$ cat src/rtl/axi_write_sequencer.sv
// rtl/axi_write_sequencer.sv - pairs an AW mem ID with a W data word and issues one register write plus a response
//
// Ports:
//   clk, rst                 clock; synchronous active-low reset (rst==0 resets)
//   addr_valid, addr_id      single-cycle mem ID from the address receiver
//   data_valid, data_word    single-cycle data word from the data receiver
//   wr_en, wr_id, wr_data    register write request, held until wr_ready
//   wr_ready                 register file accepts the write
//   resp_valid, resp_err     write response, held until resp_ready (err = invalid ID or timeout)
//   resp_ready               front end accepts the response
//   busy                     not collecting, or a partial pair is held
//   drop_cnt                 saturating count of discarded input words
module axi_write_sequencer #(
    parameter int                    DATA_WIDTH     = 16,
    parameter logic [DATA_WIDTH-1:0] INVALID_ID     = '1,
    parameter int                    TIMEOUT_CYCLES = 256
) (
    input  logic                  clk,
    input  logic                  rst,
    input  logic                  addr_valid,
    input  logic [DATA_WIDTH-1:0] addr_id,
    input  logic                  data_valid,
    input  logic [DATA_WIDTH-1:0] data_word,
    output logic                  wr_en,
    output logic [DATA_WIDTH-1:0] wr_id,
    output logic [DATA_WIDTH-1:0] wr_data,
    input  logic                  wr_ready,
    output logic                  resp_valid,
    output logic                  resp_err,
    input  logic                  resp_ready,
    output logic                  busy,
    output logic [7:0]            drop_cnt
);

    localparam int CW = (TIMEOUT_CYCLES > 2) ? $clog2(TIMEOUT_CYCLES) : 1;
    localparam logic [CW-1:0] TO_LAST = CW'(TIMEOUT_CYCLES - 1);

    typedef enum logic [1:0] {
        COLLECT = 2'd0,
        CHECK   = 2'd1,
        WRITE   = 2'd2,
        RESP    = 2'd3
    } state_t;

    state_t                state_q, state_d;
    logic                  got_addr_q, got_addr_d;
    logic                  got_data_q, got_data_d;
    logic [DATA_WIDTH-1:0] wr_id_q, wr_id_d;
    logic [DATA_WIDTH-1:0] wr_data_q, wr_data_d;
    logic [CW-1:0]         to_cnt_q, to_cnt_d;
    logic                  resp_err_q, resp_err_d;
    logic [7:0]            drop_cnt_q, drop_cnt_d;

    logic                  take_addr, take_data, have_addr, have_data;
    logic [1:0]            drops;
    logic [8:0]            drop_sum;

    always_comb begin
        state_d    = state_q;
        got_addr_d = got_addr_q;
        got_data_d = got_data_q;
        wr_id_d    = wr_id_q;
        wr_data_d  = wr_data_q;
        to_cnt_d   = to_cnt_q;
        resp_err_d = resp_err_q;
        take_addr  = 1'b0;
        take_data  = 1'b0;
        have_addr  = got_addr_q;
        have_data  = got_data_q;
        drops      = {1'b0, addr_valid} + {1'b0, data_valid};

        unique case (state_q)
            COLLECT: begin
                take_addr = addr_valid && !got_addr_q;
                take_data = data_valid && !got_data_q;
                have_addr = got_addr_q || take_addr;
                have_data = got_data_q || take_data;
                // Only valids for a half already held are discarded here.
                drops     = {1'b0, addr_valid && got_addr_q} + {1'b0, data_valid && got_data_q};
                if (take_addr) begin
                    wr_id_d    = addr_id;
                    got_addr_d = 1'b1;
                end
                if (take_data) begin
                    wr_data_d  = data_word;
                    got_data_d = 1'b1;
                end
                if (have_addr && have_data) begin
                    state_d = CHECK;
                end else if (got_addr_q ^ got_data_q) begin
                    // Half held and its partner did not arrive this cycle.
                    if (to_cnt_q == TO_LAST) begin
                        got_addr_d = 1'b0;
                        got_data_d = 1'b0;
                        resp_err_d = 1'b1;
                        state_d    = RESP;
                    end else begin
                        to_cnt_d = to_cnt_q + 1'b1;
                    end
                end else if (take_addr || take_data) begin
                    to_cnt_d = '0;
                end
            end
            CHECK: begin
                if (wr_id_q == INVALID_ID) begin
                    resp_err_d = 1'b1;
                    state_d    = RESP;
                end else begin
                    state_d = WRITE;
                end
            end
            WRITE: begin
                if (wr_ready) begin
                    resp_err_d = 1'b0;
                    state_d    = RESP;
                end
            end
            RESP: begin
                if (resp_ready) begin
                    got_addr_d = 1'b0;
                    got_data_d = 1'b0;
                    resp_err_d = 1'b0;
                    state_d    = COLLECT;
                end
            end
            default: state_d = COLLECT;
        endcase

        drop_sum   = {1'b0, drop_cnt_q} + {7'b0, drops};
        drop_cnt_d = drop_sum[8] ? 8'hFF : drop_sum[7:0];
    end

    always_ff @(posedge clk) begin
        if (!rst) begin
            state_q    <= COLLECT;
            got_addr_q <= 1'b0;
            got_data_q <= 1'b0;
            wr_id_q    <= '0;
            wr_data_q  <= '0;
            to_cnt_q   <= '0;
            resp_err_q <= 1'b0;
            drop_cnt_q <= '0;
        end else begin
            state_q    <= state_d;
            got_addr_q <= got_addr_d;
            got_data_q <= got_data_d;
            wr_id_q    <= wr_id_d;
            wr_data_q  <= wr_data_d;
            to_cnt_q   <= to_cnt_d;
            resp_err_q <= resp_err_d;
            drop_cnt_q <= drop_cnt_d;
        end
    end

    assign wr_en      = (state_q == WRITE);
    assign resp_valid = (state_q == RESP);
    assign resp_err   = resp_err_q;
    assign wr_id      = wr_id_q;
    assign wr_data    = wr_data_q;
    assign busy       = (state_q != COLLECT) || got_addr_q || got_data_q;
    assign drop_cnt   = drop_cnt_q;

endmodule

$ cat config.mk
export PLATFORM = sky130hd
export DESIGN_NAME = axi_write_sequencer
export DESIGN_NICKNAME = d
export VERILOG_FILES = /design/src/rtl/axi_write_sequencer.sv
export SDC_FILE = /design/constraint.sdc
export NUM_CORES = 1
export LEC_CHECK = 0
export ABC_AREA = 1
export CORE_MARGIN = 8
export CORE_UTILIZATION = 41
export CTS_CLUSTER_SIZE = 20
export DETAILED_ROUTE_END_ITERATION = 12
export PLACE_DENSITY = 0.75
export SYNTH_ARGS = -nofsm -noshare
export SYNTH_HDL_FRONTEND = slang
export SYNTH_SLANG_ARGS = --single-unit
$ cat constraint.sdc
create_clock -name clk -period 2.1 [get_ports clk]
set_clock_uncertainty 0.2 [all_clocks]
set_input_delay 0.21 -clock clk [delete_from_list [all_inputs] [get_ports clk]]
set_output_delay 0.21 -clock clk [all_outputs]
set_load 0.005 [all_outputs]
== Word-level counts from Yosys, hierarchy flattened ==
Index checks and enable logic that the tools add are counted.

* Mux-type cells: 29
* Reduce and logical (&&, ||, !) cells: 22
* Add/sub/neg operators: 4
* Bitwise logic cells: 2
* Equality and inequality tests: 14

{| class="wikitable"
|+ Operator list
! operator !! number
|-
| $mux W8 || 4
|-
| $eq A16 B16 Y1 const B || 1
|-
| $mux W1 || 15
|-
| $mux W2 || 6
|-
| $ne A2 B2 Y1 const B || 5
|-
| $add A8 B2 Y9 || 1
|-
| $add A8 B1 Y8 const B || 1
|-
| $eq A8 B8 Y1 const B || 1
|-
| $pmux W2 S4 || 1
|-
| $reduce_and A4 Y1 || 2
|-
| $ne A3 B3 Y1 const B || 2
|-
| $reduce_and A2 Y1 || 3
|-
| $reduce_and A6 Y1 || 1
|-
| $reduce_bool A2 Y1 || 3
|-
| $logic_and A1 B1 Y1 || 5
|-
| $logic_or A1 B1 Y1 || 5
|-
| $add A1 B1 Y2 || 2
|-
| $eq A2 B2 Y1 const B || 2
|-
| $ne A2 B1 Y1 const B || 2
|-
| $pmux W1 S2 || 2
|-
| $pmux W1 S4 || 1
|-
| $eq A2 B1 Y1 const B || 1
|-
| $logic_not A1 Y1 || 2
|-
| $logic_not A2 Y1 || 1
|-
| 2 further kinds || 2
|}

* Input port bits: 38
* Word-level logic and storage cells: 79
* Output and inout bits: 44
* Register bits: 53

== Logic depth before layout (Yosys ltp) ==
Gate-level depths: netlist of the first run.

* Depth in word-level cells: 7
* Mapped depth: 16
* Gate-level depth less buffers: 15

== Worst setup path before layout of the first run ==
Ideal clock, no wire load.

* Kind: reg2reg
* From: reg state_q[0]
* To: reg drop_cnt_q[5] (netlist: drop_cnt[5])
* Path buffers: 1
* Cell stages (with the launch flop): 17
* Slack: -259 ps
* Data required time: 1,844 ps
* Data arrival time: 2,103 ps
* Cell sequence: dfxtp_1 inv_1 ha_1 buf_4 inv_1 nand2_1 nand2_1 ha_1 fa_1 nand2_1 nor2_1 nand2_1 nor2_1 a21oi_1 o21ai_0 nand2_1 inv_1

* Word-level cells in the longest chain between the ends: 4

{| class="wikitable"
|+ Ends and longest elaborated chain
! item !! RTL line !! RTL
|-
| start, declared || 45 || <nowiki>state_t state_q, state_d;</nowiki>
|-
| start signal, assigned || 144 || <nowiki>state_q <= state_d;</nowiki>
|-
| $logic_not A2 Y1 || 72 || <nowiki>unique case (state_q)</nowiki>
|-
| $mux W2 || 72 ||
|-
| $add A8 B2 Y9 || 129 || <nowiki>drop_sum = {1'b0, drop_cnt_q} + {7'b0, drops};</nowiki>
|-
| $mux W8 || 130 || <nowiki>drop_cnt_d = drop_sum[8] ? 8'hFF : drop_sum[7:0];</nowiki>
|-
| end signal, assigned || 151 || <nowiki>drop_cnt_q <= drop_cnt_d;</nowiki>
|-
| end, declared || 52 || <nowiki>logic [7:0] drop_cnt_q, drop_cnt_d;</nowiki>
|}

Every way passes these cells.
A chain may end at the register's enable or synchronous reset.

== Worst setup path after layout of the first run ==
* From: reg state_q[0]
* To: reg drop_cnt_q[2] (netlist: drop_cnt[2])

Same word-level chain as after synthesis.

==> results of run 1 <==
==> power by group <==
part           total, mW  internal, mW  leakage [nW]  switching, mW
Sequential          1.47          1.28         0.436          0.187
Clock              0.632         0.274        0.0518          0.357
Combinational       2.15          1.11          1.04           1.04
==> final timing paths <==
path / startpoint / cells after the start / slack [ns] / end
setup / recovery: state_q[0] / 11 / -0.13 / drop_cnt[2]
hold / removal: wr_data[7] / 2 / 0.25 / wr_data[7]
hold reg to reg: wr_data[7] / 2 / 0.25 / wr_data[7]
setup reg to reg: state_q[0] / 11 / -0.13 / drop_cnt[2]
==> cell type report <==
cell class	instances	area [um^2]
clock buffer	6	82.6
clock inverter	2	17.5
fill	509	2140
inverter	61	236
multi-input combinational	215	1300
sequential	53	1070
tap	75	93.8
timing repair buffer	102	986
==> routing by layer <==
layer,wire length [um],global-route usage [%],share of wire (%)
met1,2770,17.5,41
met2,3220,24.4,48
met3,667,7.86,9.9
met4,107,5.55,1.6
met5,0,0,0
==> worst register-to-register path, cell delays in order, from the launching register on <==
cell	delay, ns
dfxtp_2	0.35
inv_2	0.05
ha_4	0.17
buf_4	0.14
nand2_2	0.06
nand2_2	0.07
ha_4	0.17
fa_2	0.36
buf_4	0.14
buf_4	0.12
xor2_1	0.14
o21a_1	0.17
==> placed cells by master (no fill, tap or decap), types with 2 or more instances in the layout <==
cell type / Yosys / layout
dlygate4sd2_1: 0 / 2
nand3_4: 2 / 2
dfxtp_1: 53 / 49
clkbuf_8: 0 / 6
nand3_1: 11 / 11
nor2_2: 4 / 4
nor2_1: 25 / 23
a21oi_1: 43 / 41
inv_2: 2 / 7
dfxtp_2: 0 / 4
nand2_4: 0 / 3
xor2_1: 3 / 3
o21ai_1: 2 / 3
buf_4: 1 / 18
inv_1: 56 / 50
buf_6: 0 / 2
nand2_1: 54 / 45
ha_1: 9 / 5
nor3_1: 4 / 3
a21oi_2: 2 / 4
nor2_8: 2 / 2
o21ai_0: 39 / 38
ha_4: 0 / 4
nand2_2: 1 / 7
nand4_1: 5 / 5
nor2_4: 1 / 3
clkdlybuf4s50_1: 0 / 79
==> sequential cells by signal (all words and copies together), names as in the netlist <==
register and flops:
wr_data 16, state_q 2, wr_id 16, got_data_q 1
drop_cnt 8, resp_err 1, got_addr_q 1, to_cnt_q 8
==> what timing repair did <==
action / 4_1_cts / 5_1_grt
pin swaps: 4 / 13
endpoints found under the setup margin: 8 / 8
hold buffers: 0 / 0
buffers inserted: 0 / 5
resized for setup: 7 / 24
==> cell families (layout without fill, tap and decap cells) <==
| kind of cell | Yosys count | count (layout) |
|---|---|---|
| compound gates | 91 | 91 |
| xor+xnor | 3 | 3 |
| fa+ha+maj | 10 | 10 |
| buf+inv | 72 | 171 |
| flops | 53 | 53 |
| simple gates | 111 | 111 |
==> metrics by stage <==
step / power [mW] / utilization [%]
2_1_floorplan: 2.52 / -
3_3_place_gp: 3.44 / 59.8
3_5_place_dp: 3.48 / 59.8
4_1_cts: 4.14 / 61.7
5_1_grt: 4.58 / 63.9
6_report: 4.25 / 63.9
==> results.toml, run 1 <==
[routing]
wirelength_mm = 6.77
dr.pass1.iters = 4
vias_per_cell = 4.73
ant_nets = 0
num_vias = 2430
first_iter_violations = 88
drcViolationCount = 0
wl_per_cell_um = 13.2

[synthesis]
synth-edff-count = 0
syn_area_um2 = 2520
yosys-top-cells-count = "56 x inv_1, 54 x nand2_1, 53 x dfxtp_1"
synth-compound-area-share_pct = 19.2
synth_top_area_share_pct = 42.1
synthFlopType = "dfxtp_1"
ys_ff_latch = 53
synth.area.mux_share_pct = 0
synth_top_family_by_area = "simple AND/OR/NAND/NOR gates"
async_flop_share_pct = 0
synthXorXnorAreaFrac_pct = 1.04
synthAdderAreaFrac_pct = 5.27
ys_warn_count = 0
synth.avg_cell_area_um2 = 7.41
synth.distinct_cells = 33
synth-simple-area-share_pct = 21.2
yosys.area.top_type = "dfxtp_1"
synth_nets = 388
yosysSeqAreaShare_pct = 42.1
ys_top_cells_by_area = "dfxtp_1 42%, a21oi_1 8.5%, inv_1 8.3%"
synth_most_common_cell = "inv_1"
netlist_instances = 340

[timing]
worst_hold_slack_ns = 0.249
setup_slack_ns = -0.126
worstMarginPinSlew_ns = 0.392
slew_headroom_pct = 73.8
rsz0062_at_grt = "yes"
hold_viol = 0
max_freq_ghz = 0.449
finalCritPeriodShare_pct = 106
slew_viol_final = 0
finalSetupViolations = 6
finalSetupTns_ns = -0.325
post-route-min-period_ns = 2.23

[setup_path]
crit_required_ns = 2.12
worstPathCellList = "inv_2 > ha_4 > buf_4 > nand2_2 > nand2_2 > ha_4 > fa_2 > buf_4 > buf_4 > xor2_1 > o21a_1"
setup.worst_path.end_class = "flip-flop"
cp-start-kind = "flip-flop"
critPathMaxFanout = 3
critPathTopFamily = "adder cells"
crit_buf_inv = 4
critical_path_class = "flip-flop to flip-flop"
slowest_delay_ns = 0.36
critPathArrivalTime_ns = 2.24
path_common_cell = "buf_4"
cpMaxStageDelayCell = "fa_2"

[final_layout]
layout.cells.non_filler = 514
nNetsFinal = 486
area_delta_synth_final_pct = 50.2
antenna_cells = 0
drive_gt1_share_pct = 17.3
final_area_um2 = 3780

[clocking]
clk_pin_slew_worst_paths_ns = 0.10
htree_levels = 2
tritoncts = "built"
clockBufferDepth = 2
cts.sinks = 53
clk_latency_ns = 0.32
cts_buffers = 5
cts-root-buf = "clkbuf_8"

[pwr]
p_leak_nw = 1.53
power_density_nw_per_um2 = 1120
ir_drop_uv = 765

[run]
maxCapViolations = 0

[global_routing]
grt_overflow = 0
grt_pass1_wl_mm = 11.1
grt_max_degree = 33
grt_pass1_vias = 2360
grtUsageTotal_pct = 15.4
antenna_found_initial = 0

[placed_design]
placed_cells = 502
io_buffer_count = 81
routabilityCongestion = 0.816
placed_cell_area_um2 = 3540
dpl_worst_slack_ns = -0.565
dp_hpwl_mm = 5.14

[run_status]
outcome = "finished with violations"
failed_checks = "negative setup slack"

[floorplanning]
die_y_um = 94.4
coreArea_um2 = 5920
rows = 28
initial_core_util_pct = 42.5
die_width_um = 94.4
dieArea_um2 = 8910
io-pin-count = 82

[hold_path]
hp-class = "flip-flop to flip-flop"
No activity file was read; power rests on OpenSTA's default activity.
==> run 2: changes to the inputs <==
==> constraint.sdc (replaced) <==
create_clock -name clk -period 1.88 [get_ports clk]
set_clock_uncertainty 0.2 [all_clocks]
set_input_delay 0.188 -clock clk [delete_from_list [all_inputs] [get_ports clk]]
set_output_delay 0.188 -clock clk [all_outputs]
set_load 0.005 [all_outputs]
==> results.toml, run 2 (synthesis gave the netlist of run 1 again) <==
[setup_path]
cpMaxStageDelayCell = "fa_2"
critPathArrivalTime_ns = 2.21
setup.worst_path.end_class = "flip-flop"
critical_path_class = "flip-flop to flip-flop"
path_common_cell = "nand2_2"
r2r_end = "drop_cnt[1]"
cp-start-kind = "flip-flop"
crit_required_ns = 1.88
slowest_delay_ns = 0.36
rr_startpoint = "state_q[1]"
critPathMaxFanout = 4
worstPathCellList = "inv_2 > ha_4 > buf_4 > nand2_2 > nand2_2 > ha_4 > fa_2 > nand2_2 > nor2_4 > nand2_4 > nor2_4 > buf_4 > nor2_1 > nor2_1"
r2r_slack_ns = -0.33
worst-r2r-cell-count = 14

[floorplanning]
die_y_um = 94.4
dieArea_um2 = 8910
io-pin-count = 82
rows = 28
coreArea_um2 = 5920
die_width_um = 94.4
initial_core_util_pct = 42.5

[clocking]
cts_buffers = 5
clk_latency_ns = 0.31
clk_pin_slew_worst_paths_ns = 0.10
htree_levels = 2
cts-root-buf = "clkbuf_8"
clockBufferDepth = 2
cts.sinks = 53
tritoncts = "built"

[timing]
finalSetupTns_ns = -1.95
finalCritPeriodShare_pct = 118
post-route-min-period_ns = 2.21
worst_hold_slack_ns = 0.250
rsz0062_at_grt = "yes"
finalSetupViolations = 8
slew_headroom_pct = 79.1
setup_slack_ns = -0.332
max_freq_ghz = 0.452
worstMarginPinSlew_ns = 0.312
hold_viol = 0
slew_viol_final = 0

[pwr]
power_mw = 4.75
p_leak_nw = 1.56
seq_power_share_pct = 34.5
ir_drop_uv = 679
p_comb_share_pct = 51.8
power.internal_mw = 2.98
clkPwrFrac_pct = 13.6
switching_share_pct = 37.2
power_density_nw_per_um2 = 1240
switchingPower_mw = 1.76

[global_routing]
grt_overflow = 0
grt_pass1_wl_mm = 11.2
grt_pass1_vias = 2407
grt_max_degree = 33
antenna_found_initial = 0
grtUsageTotal_pct = 15.4

[run_status]
outcome = "finished with violations"
failed_checks = "negative setup slack"

[final_layout]
nNetsFinal = 495
antenna_cells = 0
multi_input_area_um2 = 1300
layout_common_cells = "76 x clkdlybuf4s50_1, 50 x inv_1, 49 x dfxtp_1, 47 x nand2_1, 41 x a21oi_1"
final_common_cell = "clkdlybuf4s50_1"
fin_util_pct = 64.6
area_delta_synth_final_pct = 51.8
final_area_um2 = 3820
register_area_um2 = 1070
nFillCells = 528
drive_gt1_share_pct = 19.2

[routing]
wirelength_mm = 6.68
ant_nets = 0
wl_per_cell_um = 12.8
first_iter_violations = 137
num_vias = 2448
dr.pass1.iters = 4
vias_per_cell = 4.68
drcViolationCount = 0

[hold_path]
hold_depth = 2
hp-class = "flip-flop to flip-flop"
holdPathEnd = "wr_data[10]"
hold_start = "wr_data[10]"

[placed_design]
io_buffer_count = 81
dp_hpwl_mm = 5.14
routabilityCongestion = 0.848
placed_cell_area_um2 = 3570

[run]
maxCapViolations = 0
## run 2: worst max-delay path by stage
stage / slack (ns) / end / from / depth (start not counted)
2_1_floorplan: -0.39 / drop_cnt[5] / state_q[0] / 16
3_3_place_gp: -0.74 / drop_cnt[5] / data_valid / 16
3_5_place_dp: -0.81 / drop_cnt[5] / data_valid / 16
4_1_cts: -0.29 / drop_cnt[5] / got_data_q / 15
5_1_grt: -0.40 / drop_cnt[1] / got_addr_q / 14
6_report: -0.33 / drop_cnt[1] / state_q[1] / 14
## run 2: worst max-delay path, delay by kind of cell (launching register included)
kind / cells / cell delay (ns)
adders and majority gates: 3 / 0.69
buffers and inverters: 3 / 0.32
DFF: 1 / 0.35
and+or+nand+nor: 8 / 0.54
## run 2: cell type report
type | instances | area share (%)
clock buffers | 5 | 1.80
flip-flops and latches | 53 | 27.9
repair buffers | 111 | 27.3
clock inverters | 3 | 0.458
inverters | 61 | 6.25
well taps | 75 | 2.45
multi-input cells | 215 | 33.9
## run 2: routing by layer
layer | wire (um) | track usage (%) | share of wire (%) | vias to the layer above
li1 | - | - | - | 1298
met1 | 2820 | 17.6 | 42 | 1082
met2 | 3130 | 25.5 | 47 | 63
met3 | 681 | 7.78 | 10 | 5
met4 | 38 | 2.77 | 0.57 | 0
met5 | 0 | 0 | 0 | -
## run 2: what timing repair did
action | in CTS | in global routing
setup buffers | 4 | 5
hold buffers | 0 | 0
pin swaps | 11 | 12
endpoints found under the setup margin | 11 | 20
hold endpoints to repair | 0 | 0
resized for setup | 18 | 15
## run 2: metrics by stage
| stage | cells | worst slack [ns] |
|---|---|---|
| after floorplan | 340 | -0.392 |
| after global placement | 506 | -0.737 |
| after detailed placement | 506 | -0.805 |
| after CTS | 518 | -0.288 |
| after global routing | 523 | -0.401 |
| final | 523 | -0.332 |
## run 2: power groups by stage
| stage | logic (mW) | clock network, mW | registers (mW) |
|---|---|---|---|
| finish | 2.46 | 0.647 | 1.64 |
| floorplan | 1.14 | 0 | 1.67 |
| global placement | 2.28 | 0 | 1.63 |
| detailed placement | 2.32 | 0 | 1.64 |
| CTS | 2.33 | 0.661 | 1.63 |
| global route | 2.72 | 0.707 | 1.68 |
